[src/rtl/cargador_pkg.sv]
// Shared definitions for the boot-time program loader: stream framing sizes
// and the loader FSM state encoding.
package cargador_pkg;
    localparam int HDR_BYTES  = 2;
    localparam int WORD_BYTES = 4;
    localparam int INSTR_W    = 32;

    typedef enum logic [2:0] {
        S_LEN_LO = 3'd0,
        S_LEN_HI = 3'd1,
        S_DATA   = 3'd2,
        S_CHK    = 3'd3,
        S_DONE   = 3'd4,
        S_ERR    = 3'd5
    } estado_t;
endpackage

[src/rtl/cargador_programa_ensamblador.sv]
// Byte-to-word assembler: inserts little-endian bytes into a 32-bit word and
// flags the byte that completes it.
module ensamblador_palabra
    import cargador_pkg::*;
(
    input  logic               i_clk,
    input  logic               i_clear,
    input  logic               i_valid,
    input  logic [7:0]         i_byte,
    output logic [INSTR_W-1:0] o_word,
    output logic               o_complete
);
    localparam int IDX_W = $clog2(WORD_BYTES);

    logic [IDX_W-1:0]   r_idx;
    logic [INSTR_W-1:0] r_word;

    // o_word already contains the current byte so the top can register the
    // finished word on the same edge that accepts its last byte.
    always_comb begin
        o_word = r_word;
        o_word[{r_idx, 3'b000} +: 8] = i_byte;
    end

    assign o_complete = i_valid && (r_idx == IDX_W'(WORD_BYTES - 1));

    always_ff @(posedge i_clk) begin
        if (i_clear) begin
            r_idx  <= '0;
            r_word <= '0;
        end else if (i_valid) begin
            r_word <= o_word;
            r_idx  <= r_idx + 1'b1;
        end
    end
endmodule

[src/rtl/cargador_programa.sv]
// Program loader: parses LEN / payload / CHK byte stream, writes instruction
// memory and holds the processor in reset until a verified image is loaded.
module cargador_programa
    import cargador_pkg::*;
#(
    parameter int ADDR_W = 8
) (
    input  logic               clk,
    input  logic               reset,
    input  logic [7:0]         in_data,
    input  logic               in_valid,
    output logic               in_ready,
    output logic               imem_we,
    output logic [ADDR_W-1:0]  imem_addr,
    output logic [INSTR_W-1:0] imem_wdata,
    output logic               cpu_reset,
    output logic               done,
    output logic               error
);
    localparam int LEN_W = HDR_BYTES * 8;
    localparam int CNT_W = LEN_W + 1;
    localparam logic [CNT_W-1:0] MAX_WORDS = CNT_W'(1) << ADDR_W;

    estado_t            r_state;
    logic               r_ready;
    logic               r_we;
    logic               r_done;
    logic               r_error;
    logic [ADDR_W-1:0]  r_addr;
    logic [INSTR_W-1:0] r_wdata;
    logic [CNT_W-1:0]   r_cnt;
    logic [LEN_W-1:0]   r_len;
    logic [7:0]         r_xor;

    logic               w_accept;
    logic               w_asm_valid;
    logic               w_word_done;
    logic [INSTR_W-1:0] w_word;
    logic [CNT_W-1:0]   w_len_full;
    logic [CNT_W-1:0]   w_cnt_next;

    assign w_accept    = in_valid && r_ready;
    assign w_asm_valid = w_accept && (r_state == S_DATA);
    assign w_len_full  = {1'b0, in_data, r_len[7:0]};
    assign w_cnt_next  = r_cnt + 1'b1;

    ensamblador_palabra u_ensamblador (
        .i_clk      (clk),
        .i_clear    (reset),
        .i_valid    (w_asm_valid),
        .i_byte     (in_data),
        .o_word     (w_word),
        .o_complete (w_word_done)
    );

    always_ff @(posedge clk) begin
        if (reset) begin
            r_state <= S_LEN_LO;
            r_ready <= 1'b0;
            r_we    <= 1'b0;
            r_addr  <= '0;
            r_wdata <= '0;
            r_done  <= 1'b0;
            r_error <= 1'b0;
            r_cnt   <= '0;
            r_len   <= '0;
            r_xor   <= '0;
        end else begin
            r_we <= 1'b0;
            case (r_state)
                S_LEN_LO: begin
                    r_ready <= 1'b1;
                    if (w_accept) begin
                        r_len[7:0] <= in_data;
                        r_xor      <= r_xor ^ in_data;
                        r_state    <= S_LEN_HI;
                    end
                end
                S_LEN_HI: if (w_accept) begin
                    r_len[15:8] <= in_data;
                    r_xor       <= r_xor ^ in_data;
                    if (w_len_full > MAX_WORDS) begin
                        r_state <= S_ERR;
                        r_error <= 1'b1;
                        r_ready <= 1'b0;
                    end else if (w_len_full == '0) begin
                        r_state <= S_CHK;
                    end else begin
                        r_state <= S_DATA;
                    end
                end
                S_DATA: if (w_accept) begin
                    r_xor <= r_xor ^ in_data;
                    if (w_word_done) begin
                        r_we    <= 1'b1;
                        r_addr  <= r_cnt[ADDR_W-1:0];
                        r_wdata <= w_word;
                        r_cnt   <= w_cnt_next;
                        if (w_cnt_next == {1'b0, r_len})
                            r_state <= S_CHK;
                    end
                end
                S_CHK: if (w_accept) begin
                    r_ready <= 1'b0;
                    if (in_data == r_xor) begin
                        r_state <= S_DONE;
                        r_done  <= 1'b1;
                    end else begin
                        r_state <= S_ERR;
                        r_error <= 1'b1;
                    end
                end
                default: r_ready <= 1'b0;
            endcase
        end
    end

    assign in_ready   = r_ready;
    assign imem_we    = r_we;
    assign imem_addr  = r_addr;
    assign imem_wdata = r_wdata;
    assign done       = r_done;
    assign error      = r_error;
    assign cpu_reset  = ~r_done;
endmodule

[config.mk]
export PLATFORM = sky130hd
export DESIGN_NAME = cargador_programa
export DESIGN_NICKNAME = d
export VERILOG_FILES = /design/src/rtl/cargador_pkg.sv /design/src/rtl/cargador_programa_ensamblador.sv /design/src/rtl/cargador_programa.sv
export SDC_FILE = /design/constraint.sdc
export NUM_CORES = 1
export LEC_CHECK = 0
export BUFFER_PORTS_ARGS = -buffer_cell sky130_fd_sc_hd__buf_4
export CAP_MARGIN = 10
export CORE_UTILIZATION = 41
export CTS_CLUSTER_DIAMETER = 100
export DETAILED_ROUTE_END_ITERATION = 16
export PLACE_DENSITY_LB_ADDON = 0.08
export SYNTH_ARGS = -nofsm -noshare
export SYNTH_HDL_FRONTEND = slang
export SYNTH_SLANG_ARGS = --single-unit
[constraint.sdc]
create_clock -name clk -period 3 [get_ports clk]
set_clock_uncertainty 0.2 [all_clocks]
set_input_delay 0.3 -clock clk [delete_from_list [all_inputs] [get_ports clk]]
set_output_delay 0.3 -clock clk [all_outputs]
set_load 0.1 [all_outputs]
==> results, run 1 <==
- The number of max-cap violations is 0.
- In this run the worst path has a maximum fanout of 7.
- Summed over all cells, the static leakage comes to 2.166 nW.
- The antenna diode instance count is 0.
- The share of layout cells above drive strength 1 is 16.62%.
- The clock-pin slew reported for the worst setup and hold paths after clock tree synthesis is 0.05 ns.
- Summing all placed instances gives a cell area of 5623 µm².
- After routing the design area is 6193 µm².
- The half-perimeter wire length of the detailed placement result is 8157 µm.
- Once detail routing completed, the nets flagged for antenna violations numbered 0.
- The mean post-synth cell area is 8.433 µm².
- The master cell of the clock root buffer is clkbuf_16.
- The maximum level of the CTS H-tree is 4.
- The total detailed-routing wirelength is 12550 µm.
- The startpoint type of the worst setup path is a flip-flop.
- The die extent in y is 114.1 µm.
- The most area-hungry cell type in the Yosys netlist is dfxtp_1.
- Port buffering added 55 buffers.
- In this run the most critical hold path is launched from in_data[3].
- The distinct cell type count after synthesis is 50.
- Counting instances, the worst hold path has a depth of 3.
- 56 I/O pins were placed.
- The synthesized flop and latch total is 114.
- The overall routing resource usage is 20.56%.
- The max-slew violation count was 0.
- The critical path arrival is 2.58 ns.
- The initial cell density of the core is 42.54%.
- STA puts the critical path data required time at 3.14 ns.
- The worst min-delay path category is input port to flip-flop.
- The portion of the clock cycle consumed by the worst path in the final layout is 81.35%.
- For this run, asynchronously set or reset flops after synthesis account for 0%.
- The first-pass GRT wire length is 20700 µm.
- The post-cts resize count is 0.
- The CTS tree is built.
- In the layout the commonest cells are dfxtp_1, nor2_1, buf_4, nand2_1, a21oi_1.
- The setup slack of the most critical reg-to-reg path is 0.56 ns.
- The number of setup violations in the final report is 0.
- The met3 track demand over resource in global routing is 5.611%.
- The starting DRC count in detailed routing is 230.
- The number of antenna violations at the first check in global routing is 0.
- The clock sink count is 114.
- The average detailed-routed wire length per instance is 15.23 µm.
- Using the TritonRoute via totals, the vias-per-cell ratio works out to 5.272.
- For met1 alone, demand over resource in global routing was 25.19%.
- In this run the power density over the cells is 591.0 nW/µm².
- IR analysis of the VDD net gives a maximum drop of 378.6 µV.
- Counting tap cells, the placed design contains a total of 793 instances.
- Setup repair after global routing left no endpoint under its margin.
- The total area inside the core boundary comes to 12110 µm².
- After synthesis, the largest area contributor takes up 44.29% of total cell area.
- The count of hold-fix buffers inserted at cts is 0.
- The number of global-route vias before repair was 4160.
- The count of cells in the finished layout, fillers not included, comes to 824.
- The Yosys warning count is 0.
- The time the worst path needs with I/O delays and setup is 2.441 ns.
- The area growth from synthesis to layout is 20.20%.
- The final hold violation count is 0.
- The aggregate negative setup slack is 0 ns.
- For met2 alone, demand over resource in global routing was 34.42%.
- The run finished with clean final reports.
- STA classifies the critical path endpoint as a flip-flop.
- In this run, CTS created clock tree buffers numbering 17.
- The worst register-to-register path begins at r_cnt[0].
- For the pin with the worst max-slew slack, the measured transition is 0.6195 ns.
- For this block, the via count after detailed routing is 4344.
- The number of enable-type register cells in the synthesized netlist is 0.
- For this run the aggregate overflow at the end of global routing stands at 0.
- For this run, the detailed router's first-pass iteration total came to 5.
- The horizontal die dimension is 114.1 µm.
- The final routed DRC violation total is 0.
- For this run, the post-layout net count is 661.
- The die covers 13020 µm².
- Yosys attributes the largest share of cell area to dfxtp_1, a211oi_1, nor2_1, xnor2_1, a21oi_1.
- The net count after synthesis is 628.
- The number of buffers between clock root and the deepest sink is 2.
- Once the clock tree was built, the setup fixing pass inserted 0 buffers.
- Routability-driven placement finished with a final weighted congestion of 0.9015.
- The critical path is of the flip-flop to flip-flop type.
- The tightest slew margin relative to the limit is 58.55%.
- Row generation in the floorplan step produced 40 rows.
- The most common cell after layout, fill and taps aside is dfxtp_1.
- The worst register-to-register path ends at r_state[0].
- The global routing's busiest layer is met2.
- Static timing analysis puts the maximum clock frequency at 409.7 MHz.
- Clock latency on the worst-skew pair, taken at its later pin, is 0.41 ns.
- The worst hold path terminates at r_len[11].
- The depth of the worst register-to-register path is 7.
- After synthesis the cells add up to 5152 µm².
- The main flop type after synthesis is dfxtp_1.
- Entering global routing, the biggest net connects 44 pins.
- After synthesis, flip-flops and latches occupy 44.29% of the total area.
- Counting every instance in the synthesized netlist gives 611.
-- cell type report --
cell class	instances	area, µm²
clock buffers	21	460.4
clock inverters	10	110.1
fillers	1188	5918
inverters	4	15.01
multi-input cells	441	2608
flip-flops and latches	114	2282
well taps	168	210.2
repair buffers	66	508.0
-- where the power goes --
| part | switching (mW) | internal, mW | total [mW] |
|---|---|---|---|
| clock network | 0.683 | 1.25 | 1.93 |
| registers | 0.0185 | 1.53 | 1.55 |
| logic | 0.115 | 0.0576 | 0.173 |
| total | 0.816 | 2.84 | 3.66 |
-- metrics by stage --
step                hold WS (ns)  utilization, %  power (mW)  worst slack, ns
floorplan                 0.2282               -       1.707           0.2776
global placement          0.2415           46.43       1.756           0.6857
detailed placement        0.2487           46.43       1.758           0.5241
CTS                      0.01860           51.14       3.695           0.5193
global route             0.02496           51.14       3.787           0.2634
finish                   0.03017           51.14       3.660           0.5594
-- critical path, stage by stage, from the launching register on --
cell and delay [ns]:
dfxtp_1 0.46, ha_1 0.30, nand4_1 0.28, nor4_1 0.49, xor2_1 0.11, a211oi_1 0.19
o2111ai_1 0.16, a21oi_1 0.16
-- state kept, by name, indices dropped and copies added, names as in the netlist --
signal and cells:
imem_addr 8, r_state 3, in_ready 1, u_ensamblador.r_idx 2, r_len 16, error 1, imem_we 1, r_xor 8
r_cnt 17, imem_wdata 32, done 1, u_ensamblador.r_word 24
-- synth_stat cells (8+ instances only) --
cell type and n:
nor2_1 90, nor2b_1 25, nand4_1 9, nor4_1 9, dfxtp_1 114, xnor2_1 35, a22o_1 8, nand2_1 62
a21oi_1 58, o21ai_0 14, clkbuf_1 35, xor2_1 20, nand3_1 15, a211oi_1 50
-- worst max path at each step --
stage              from    endpoint  slack (ns)  cells after the start
2_1_floorplan  in_ready   r_cnt[16]        0.28                      8
3_3_place_gp   r_cnt[0]  r_state[0]        0.69                      7
3_5_place_dp   r_cnt[0]  r_state[0]        0.52                      7
4_1_cts        r_cnt[0]  r_state[0]        0.52                      7
5_1_grt        r_cnt[0]  r_state[0]        0.26                      7
6_report       r_cnt[0]  r_state[0]        0.56                      7
-- per-layer routing --
layer  vias up  part of all wire [%]
met3        18                   4.2
met4         0                   1.4
met1      2047                    46
met2       101                    48
met5         -                     0
li1       2178                     -
-- kinds of logic (layout without fill, tap and decap cells) --
group	after synthesis	in the layout	synth area share, %
AND/OR/NAND/NOR	238	238	22.07
AO/OA/AOI/OAI	142	142	17.70
flip-flops	114	114	44.29
buffers and inverters	56	101	5.124
XOR/XNOR	55	55	9.349
adder cells (fa/ha/maj)	6	6	1.457
No activity file was read; power rests on OpenSTA's default activity.
==> run 2, diff against run 1 <==
- clock period: 3 -> 2.1 ns (I/O delays scaled with it)
==> run 2 against run 1 <==
Clock power grew 49%. Power up 46%. Core utilization is 3.8 points higher. Sequential power increased by 43%. Critical endpoint unchanged. Count of clock-buffer cells in the layout down 2. Critical path depth decreased by 2.
==> results, run 2 (synthesized netlist as in run 1, its figures left out) <==
- The run finished with clean final reports.
- The slew at the pin closest to its max-slew limit was 0.6398 ns (+0.02033 ns).
- The die footprint is 13020 µm² (unchanged).
- The number of filler cells placed in the layout came to 1120 (-5.7%).
- The horizontal die dimension was 114.1 µm (unchanged).
- The final routed DRC violation total is 0 (unchanged).
- The source-to-sink clock delay at the later pin of the worst-skew pair was 0.42 ns (about the same).
- The average detailed-routed wire length per instance is 14.70 µm (-3.5%).
- The residual antenna-violating net count after detailed routing is 0 (unchanged).
- The initial cell density of the core is 42.54% (unchanged).
- The detailed-route vias per instance is 5.105 (-3.2%).
- The total number of nets in the final design is 700 (+5.9%).
- The aggregate negative setup slack is 0 ns (unchanged).
- The time the worst path needs with I/O delays and setup was 2.091 ns (-0.3494 ns).
- The number of buffers between clock root and the deepest sink is 2 (unchanged).
- The tightest slew margin relative to the limit was 57.19% (-1.4 points).
- STA classifies the critical path startpoint as a flip-flop.
- The maximum number of pins on one net before global-route repair came to 51 (+16%).
- The number of global-route vias before repair is 4217 (+1.4%).
- The maximum level of the CTS H-tree is 4 (unchanged).
- TritonCTS built the clock tree.
- The smallest setup slack after layout is 0.008850 ns (-0.5506 ns).
- The detailed-routing iteration count for the pre-antenna-repair pass is 4 (-1).
- The peak ir drop on the vdd network was 674.2 µV (+78%).
- The timing-limited maximum frequency is 478.2 MHz (+17%).
- The tree is rooted in a clkbuf_16.
- The worst hold path belongs to the class input port to flip-flop.
- The portion of the clock cycle consumed by the worst path in the final layout is 99.58% (+18 points).
- The final hold violation count came to 0 (unchanged).
- The total detailed-routing wirelength was 12710 µm (+1.2%).
- The number of post-CTS setup repair buffers was 0 (unchanged).
- Leaving out fill and tap cells, the most frequent cells in the layout are dfxtp_1, buf_4, nor2_1, nand2_1, a21oi_1.
- The worst setup path category is flip-flop to flip-flop.
- The worst-path maximum fanout came to 5 (-2).
- The most common cell after layout, fill and taps aside is dfxtp_1.
- The starting DRC count in detailed routing was 216 (-6.1%).
- The share of layout cells above drive strength 1 came to 24.28% (+7.7 points).
- The number of antenna violations at the first check in global routing is 0 (unchanged).
- The depth of the worst register-to-register path is 5 (-2).
- The setup slack after placement is -0.08802 ns (-0.6121 ns).
- The half-perimeter wire length of the detailed placement result is 8325 µm (+2.1%).
- The count of boundary I/O pins is 56 (unchanged).
- The number of max-cap violations came to 0 (unchanged).
- The number of buffers inserted during clock tree synthesis is 17 (unchanged).
- The flip-flop count of the largest register after layout is 32 (unchanged).
- The antenna diode instance count is 0 (unchanged).
- The number of setup violations in the final report came to 0 (unchanged).
- Setup repair after global routing could not meet its margin everywhere.
- The overall routing resource usage is 20.80% (+0.24 points).
- The critical path required time came to 2.24 ns (-0.90 ns).
- The first-pass GRT wire length was 21160 µm (+2.2%).
- The clock sink count was 114 (unchanged).
- The worst hold slack is 0.03272 ns (+0.002547 ns).
- The critical path arrival is 2.23 ns (-0.35 ns).
- The overall via count from detail_route was 4411 (+1.5%).
- The leakage power total was 2.384 nW (+10%).
- The die extent in y is 114.1 µm (unchanged).
- The cell count of the worst hold path is 2 (-1).
- The max-slew violation count was 0 (unchanged).
- The number of standard-cell rows in the floorplan is 40 (unchanged).
- The core footprint is 12110 µm² (unchanged).
- The total congestion overflow is 0 (unchanged).
- The clock-pin slew reported for the worst setup and hold paths after clock tree synthesis is 0.06 ns (about the same).
- The area growth from synthesis to layout is 29.21%.
- The element type at the critical path end is a flip-flop.
- The power density over the cells is 804.4 nW/µm² (+36%).
- The number of input and output port buffers inserted is 55 (unchanged).
- The global placer's final weighted congestion is 0.8789 (-2.5%).
-- run 2: power by group --
group	total (mW)	switching (mW)	internal [mW]
Combinational	0.275	0.174	0.101
Sequential	2.21	0.0228	2.19
Clock	2.87	1.03	1.84
-- run 2: stage by stage --
step	cells	cell area (µm²)	util [%]	power, mW
detailed placement	824	5887	48.61	2.519
global placement	824	5887	48.61	2.516
global route	864	6658	54.97	5.540
CTS	864	6601	54.50	5.395
floorplan	611	5175	-	2.440
finish	864	6658	54.97	5.355
-- run 2: path summary, 6_finish.rpt --
kind | start | end | slack, ns
max | r_cnt[0] | r_state[0] | 0.009
min | reset | r_xor[4] | 0.03
max reg2reg | r_cnt[0] | r_state[0] | 0.009
min reg2reg | r_state[2] | in_ready | 0.25
-- run 2: cell type report --
type	instances	area, µm²	area share [%]
Clock buffer	19	464.2	6.972
Timing Repair Buffer	105	833.3	12.52
Inverter	4	18.77	0.2819
Multi-Input combinational cell	441	2700	40.56
Sequential cell	114	2297	34.50
Tap cell	168	210.2	3.157
Clock inverter	13	133.9	2.011
-- run 2: critical path: stages (launching register included) --
cell,delay [ns]
dfxtp_2,0.33
ha_2,0.20
or4b_2,0.63
a2111oi_4,0.35
o2111ai_2,0.17
a21oi_1,0.15
-- run 2: per-layer routing --
layer / share of wire, % / vias up / track usage, %
li1: - / 2260 / -
met1: 49 / 2056 / 26.86
met2: 46 / 82 / 33.41
met3: 3.8 / 13 / 5.135
met4: 1.4 / 0 / 8.139
met5: 0 / - / 0
-- run 2: what timing repair did --
item                                    4_1_cts  5_1_grt
hold buffers                                  8        0
endpoints found under the setup margin        1       16
resized for setup                             5       17
hold endpoints to repair                     24        0
gates cloned                                  0        0
pin swaps                                     3        6
==> run 3, diff against run 2 <==
- ABC_AREA: default -> 1
==> run 3 against run 2 <==
Synthesized area rose by 0.73%. Critical endpoint is now r_state[1]. Global-route usage rose by 2.8 points. Sequential share of layout area fell by 0.92 points. Worst hold slack improved by 0.23 ns. Final area rose by 3.3%. Core utilization rose by 1.6 points.
==> results, run 3 <==
- The number of global-route vias before repair is 4700 (+11%).
- The starting DRC count in detailed routing is 349 (+62%).
- The internal power component was 4.480 mW (+8.5%).
- The startpoint type of the worst setup path is a flip-flop.
- The cell area after synthesis came to 5190 µm² (+0.73%).
- The critical path arrival is 2.19 ns (-0.04 ns).
- The share of layout cells above drive strength 1 was 22.48% (-1.8 points).
- The flow ran to the end, and the final reports show no timing, DRC or antenna violations.
- The number of standard-cell rows in the floorplan was 40 (unchanged).
- The average detailed-routed wire length per instance came to 15.42 µm (+4.8%).
- The number of filler cells placed in the layout is 1133 (+1.2%).
- The Yosys warning count is 0 (unchanged).
- The timing-limited maximum frequency is 480.8 MHz (+0.53%).
- The clock-pin slew reported for the worst setup and hold paths after clock tree synthesis is 0.05 ns (about the same).
- The overall routing resource usage is 23.60% (+2.8 points).
- The portion of the clock cycle consumed by the worst path in the final layout is 99.05% (-0.53 points).
- The library cells used most frequently in the layout, excluding fill and tap cells, are nand2_1, dfxtp_1, buf_4, o21ai_0, a21oi_1.
- The combinational group share of total power is 11.2% (+6.1 points).
- The post-synthesis async set-or-reset flop share is 0% (unchanged).
- The proportion of netlist area held by the largest area contributor is 43.97% (-0.32 points).
- The aggregate negative setup slack is 0 ns (unchanged).
- The total detailed-routing wirelength is 15000 µm (+18%).
- The power density over the cells is 872.3 nW/µm² (+8.4%).
- Sorting the synthesized cells by how often they occur yields dfxtp_1, nand2_1, o21ai_0.
- The half-perimeter wire length of the detailed placement result is 9728 µm (+17%).
- The clock sink count came to 114 (unchanged).
- The overall via count from detail_route is 5112 (+16%).
- The count of boundary I/O pins is 56 (unchanged).
- The total congestion overflow is 0 (unchanged).
- The number of input and output port buffers inserted came to 55 (unchanged).
- By area the synthesized netlist is led by dfxtp_1, o21ai_0, a21oi_1, nand2_1, nand3_1.
- The number of setup violations in the final report came to 0 (unchanged).
- The tightest slew margin relative to the limit is 61.19% (+4.0 points).
- The critical path required time was 2.21 ns (-0.03 ns).
- dfxtp_1 takes more of the synthesized area than any other cell.
- The setup slack of the most critical reg-to-reg path came to 0.02 ns (about the same).
- In the synthesized netlist the dominant register cell turns out to be dfxtp_1.
- The residual antenna-violating net count after detailed routing is 0 (unchanged).
- The sequential-to-total area share from yosys stat is 43.97% (-0.32 points).
- The final hold violation count is 0 (unchanged).
- Setup repair after global routing could not meet its margin everywhere.
- The leakage power total is 2.898 nW (+22%).
- The first-pass GRT wire length is 23720 µm (+12%).
- The number of enable-type register cells in the synthesized netlist is 0 (unchanged).
- Leaving out fill and tap cells, the most frequent cell in the layout is nand2_1.
- The die extent in y is 114.5 µm (+0.36%).
- The worst hold slack is 0.2621 ns (+0.2294 ns).
- The peak ir drop on the vdd network is 576.0 µV (-15%).
- The CTS tree is built.
- The source-to-sink clock delay at the later pin of the worst-skew pair is 0.42 ns (about the same).
- The detailed-route vias per instance is 5.254 (+2.9%).
- The switching power share of the total is 25.31% (+2.4 points).
- The number of buffers between clock root and the deepest sink was 2 (unchanged).
- The element type at the critical path end is a flip-flop.
- The max-slew violation count is 0 (unchanged).
- The detailed-routing iteration count for the pre-antenna-repair pass is 4 (unchanged).
- The clock network fraction of total power is 49.8% (-3.7 points).
- The path class of the tightest hold or removal check is flip-flop to flip-flop.
- The worst-path maximum fanout is 6 (+1).
- The antenna diode instance count is 0 (unchanged).
- The total number of nets in the final design is 810 (+16%).
- The initial cell density of the core is 42.67% (+0.13 points).
- From synthesis to final layout, the design area changed by 32.50%.
- The final routed DRC violation total was 0 (unchanged).
- The proportion of power drawn by flip-flops and latches is 38.9% (-2.4 points).
- The number of antenna violations at the first check in global routing is 0 (unchanged).
- The number of max-cap violations is 0 (unchanged).
- The number of buffers inserted during clock tree synthesis is 17 (unchanged).
- The maximum level of the CTS H-tree came to 4 (unchanged).
- The global placer's final weighted congestion is 0.8387 (-4.6%).
- The maximum number of pins on one net before global-route repair is 52 (+2.0%).
- The synthesized flop and latch total is 114 (unchanged).
- The net count after synthesis is 723 (+15%).
- The setup path with the least slack is of type flip-flop to flip-flop.
- The core footprint is 12160 µm² (+0.41%).
- The root buffer cell chosen for the clock tree is clkbuf_16.
- The slew at the pin closest to its max-slew limit is 0.5800 ns (-0.05982 ns).
- The time the worst path needs with I/O delays and setup came to 2.080 ns (-0.01111 ns).
- The horizontal die dimension came to 114.5 µm (+0.36%).
- The die footprint was 13110 µm² (+0.72%).
- The synthesized instance count is 706 (+16%).
- The flip-flop count of the largest register after layout was 32 (unchanged).
- The mean post-synth cell area is 7.351 µm² (-13%).
- The distinct cell type count after synthesis is 35 (-30%).
- The switching power of the nets is 1.518 mW (+24%).
[run 3: cell types whose count changed after synthesis, sizes merged, moves of 10 or more]
| cell | before | now |
|---|---|---|
| nand3 | 17 | 53 |
| a21oi | 58 | 88 |
| o21ai | 14 | 93 |
| nor2b | 26 | 0 |
| xnor2 | 35 | 2 |
| nand2 | 64 | 119 |
| nor2 | 90 | 53 |
| buf | 16 | 6 |
| nor3 | 6 | 19 |
| a211oi | 50 | 0 |
| inv | 4 | 58 |
[run 3: path summary, 6_finish.rpt]
check             cells past startpoint         end  startpoint
setup / recovery                     16  r_state[1]    r_cnt[0]
hold / removal                        2       error       error
setup reg to reg                     16  r_state[1]    r_cnt[0]
hold reg to reg                       2       error       error
[run 3: cell families (layout without fill, tap and decap cells)]
family / Yosys count / count (layout) / synth area share, %
simple gates: 270 / 270 / 23.70
compound gates: 203 / 203 / 20.95
flops: 114 / 114 / 43.97
buf+inv: 99 / 198 / 7.304
xor+xnor: 14 / 14 / 2.628
fa+ha+maj: 6 / 6 / 1.446
[run 3: cell type report]
class / count / area, µm² / area share, %
multi-input cells: 493 / 2653 / 38.57
flip-flops and latches: 114 / 2310 / 33.59
repair buffers: 104 / 844.6 / 12.28
clock buffers: 23 / 488.0 / 7.096
inverters: 62 / 239.0 / 3.475
well taps: 168 / 210.2 / 3.057
clock inverters: 8 / 125.1 / 1.820
repair inverters: 1 / 7.507 / 0.1092
[run 3: power by group through the flow]
stage	Clock (mW)	Sequential, mW	Combinational (mW)
after global placement	0	2.38	0.606
after global routing	3.13	2.35	0.750
after CTS	3.04	2.33	0.642
final	2.99	2.34	0.673
after detailed placement	0	2.38	0.621
after floorplan	0	2.41	0.385
[run 3: critical path, cell delays in order, from the launching register on]
cell	delay, ns
dfxtp_4	0.38
ha_4	0.16
nand2_4	0.07
nor2_4	0.12
nand2_2	0.10
nand2_2	0.09
nand2_1	0.07
nand2_1	0.06
nand2_1	0.06
nor2_2	0.10
nand2_1	0.07
nor2_1	0.11
nand3_1	0.11
nand2_1	0.12
nand3_1	0.08
nand2_1	0.06
inv_1	0.03
[run 3: layer usage]
| layer | up-vias | track usage, % | part of all wire [%] |
|---|---|---|---|
| met3 | 27 | 5.823 | 4.3 |
| li1 | 2582 | - | - |
| met2 | 116 | 39.31 | 48 |
| met4 | 0 | 8.745 | 1.9 |
| met1 | 2387 | 29.47 | 46 |
| met5 | - | 0 | 0 |
[run 3: timing repair]
action	CTS	global route
hold buffers	9	0
gates cloned	0	1
pin swaps	2	17
resized for setup	10	42
setup buffers	1	5
setup endpoints to repair	18	28
hold endpoints to repair	25	0
[run 3: through the flow]
step / setup slack, ns / area (µm²) / std cells / total power, mW / util (%)
after floorplan: 0.05685 / 5195 / 706 / 2.791 / -
after CTS: 0.0003741 / 6706 / 967 / 6.017 / 55.14
after detailed placement: -0.1663 / 5964 / 926 / 3.002 / 49.04
after global routing: -0.1548 / 6877 / 973 / 6.224 / 56.54
after global placement: -0.1468 / 5964 / 926 / 2.983 / 49.04
final: 0.01996 / 6877 / 973 / 5.998 / 56.54
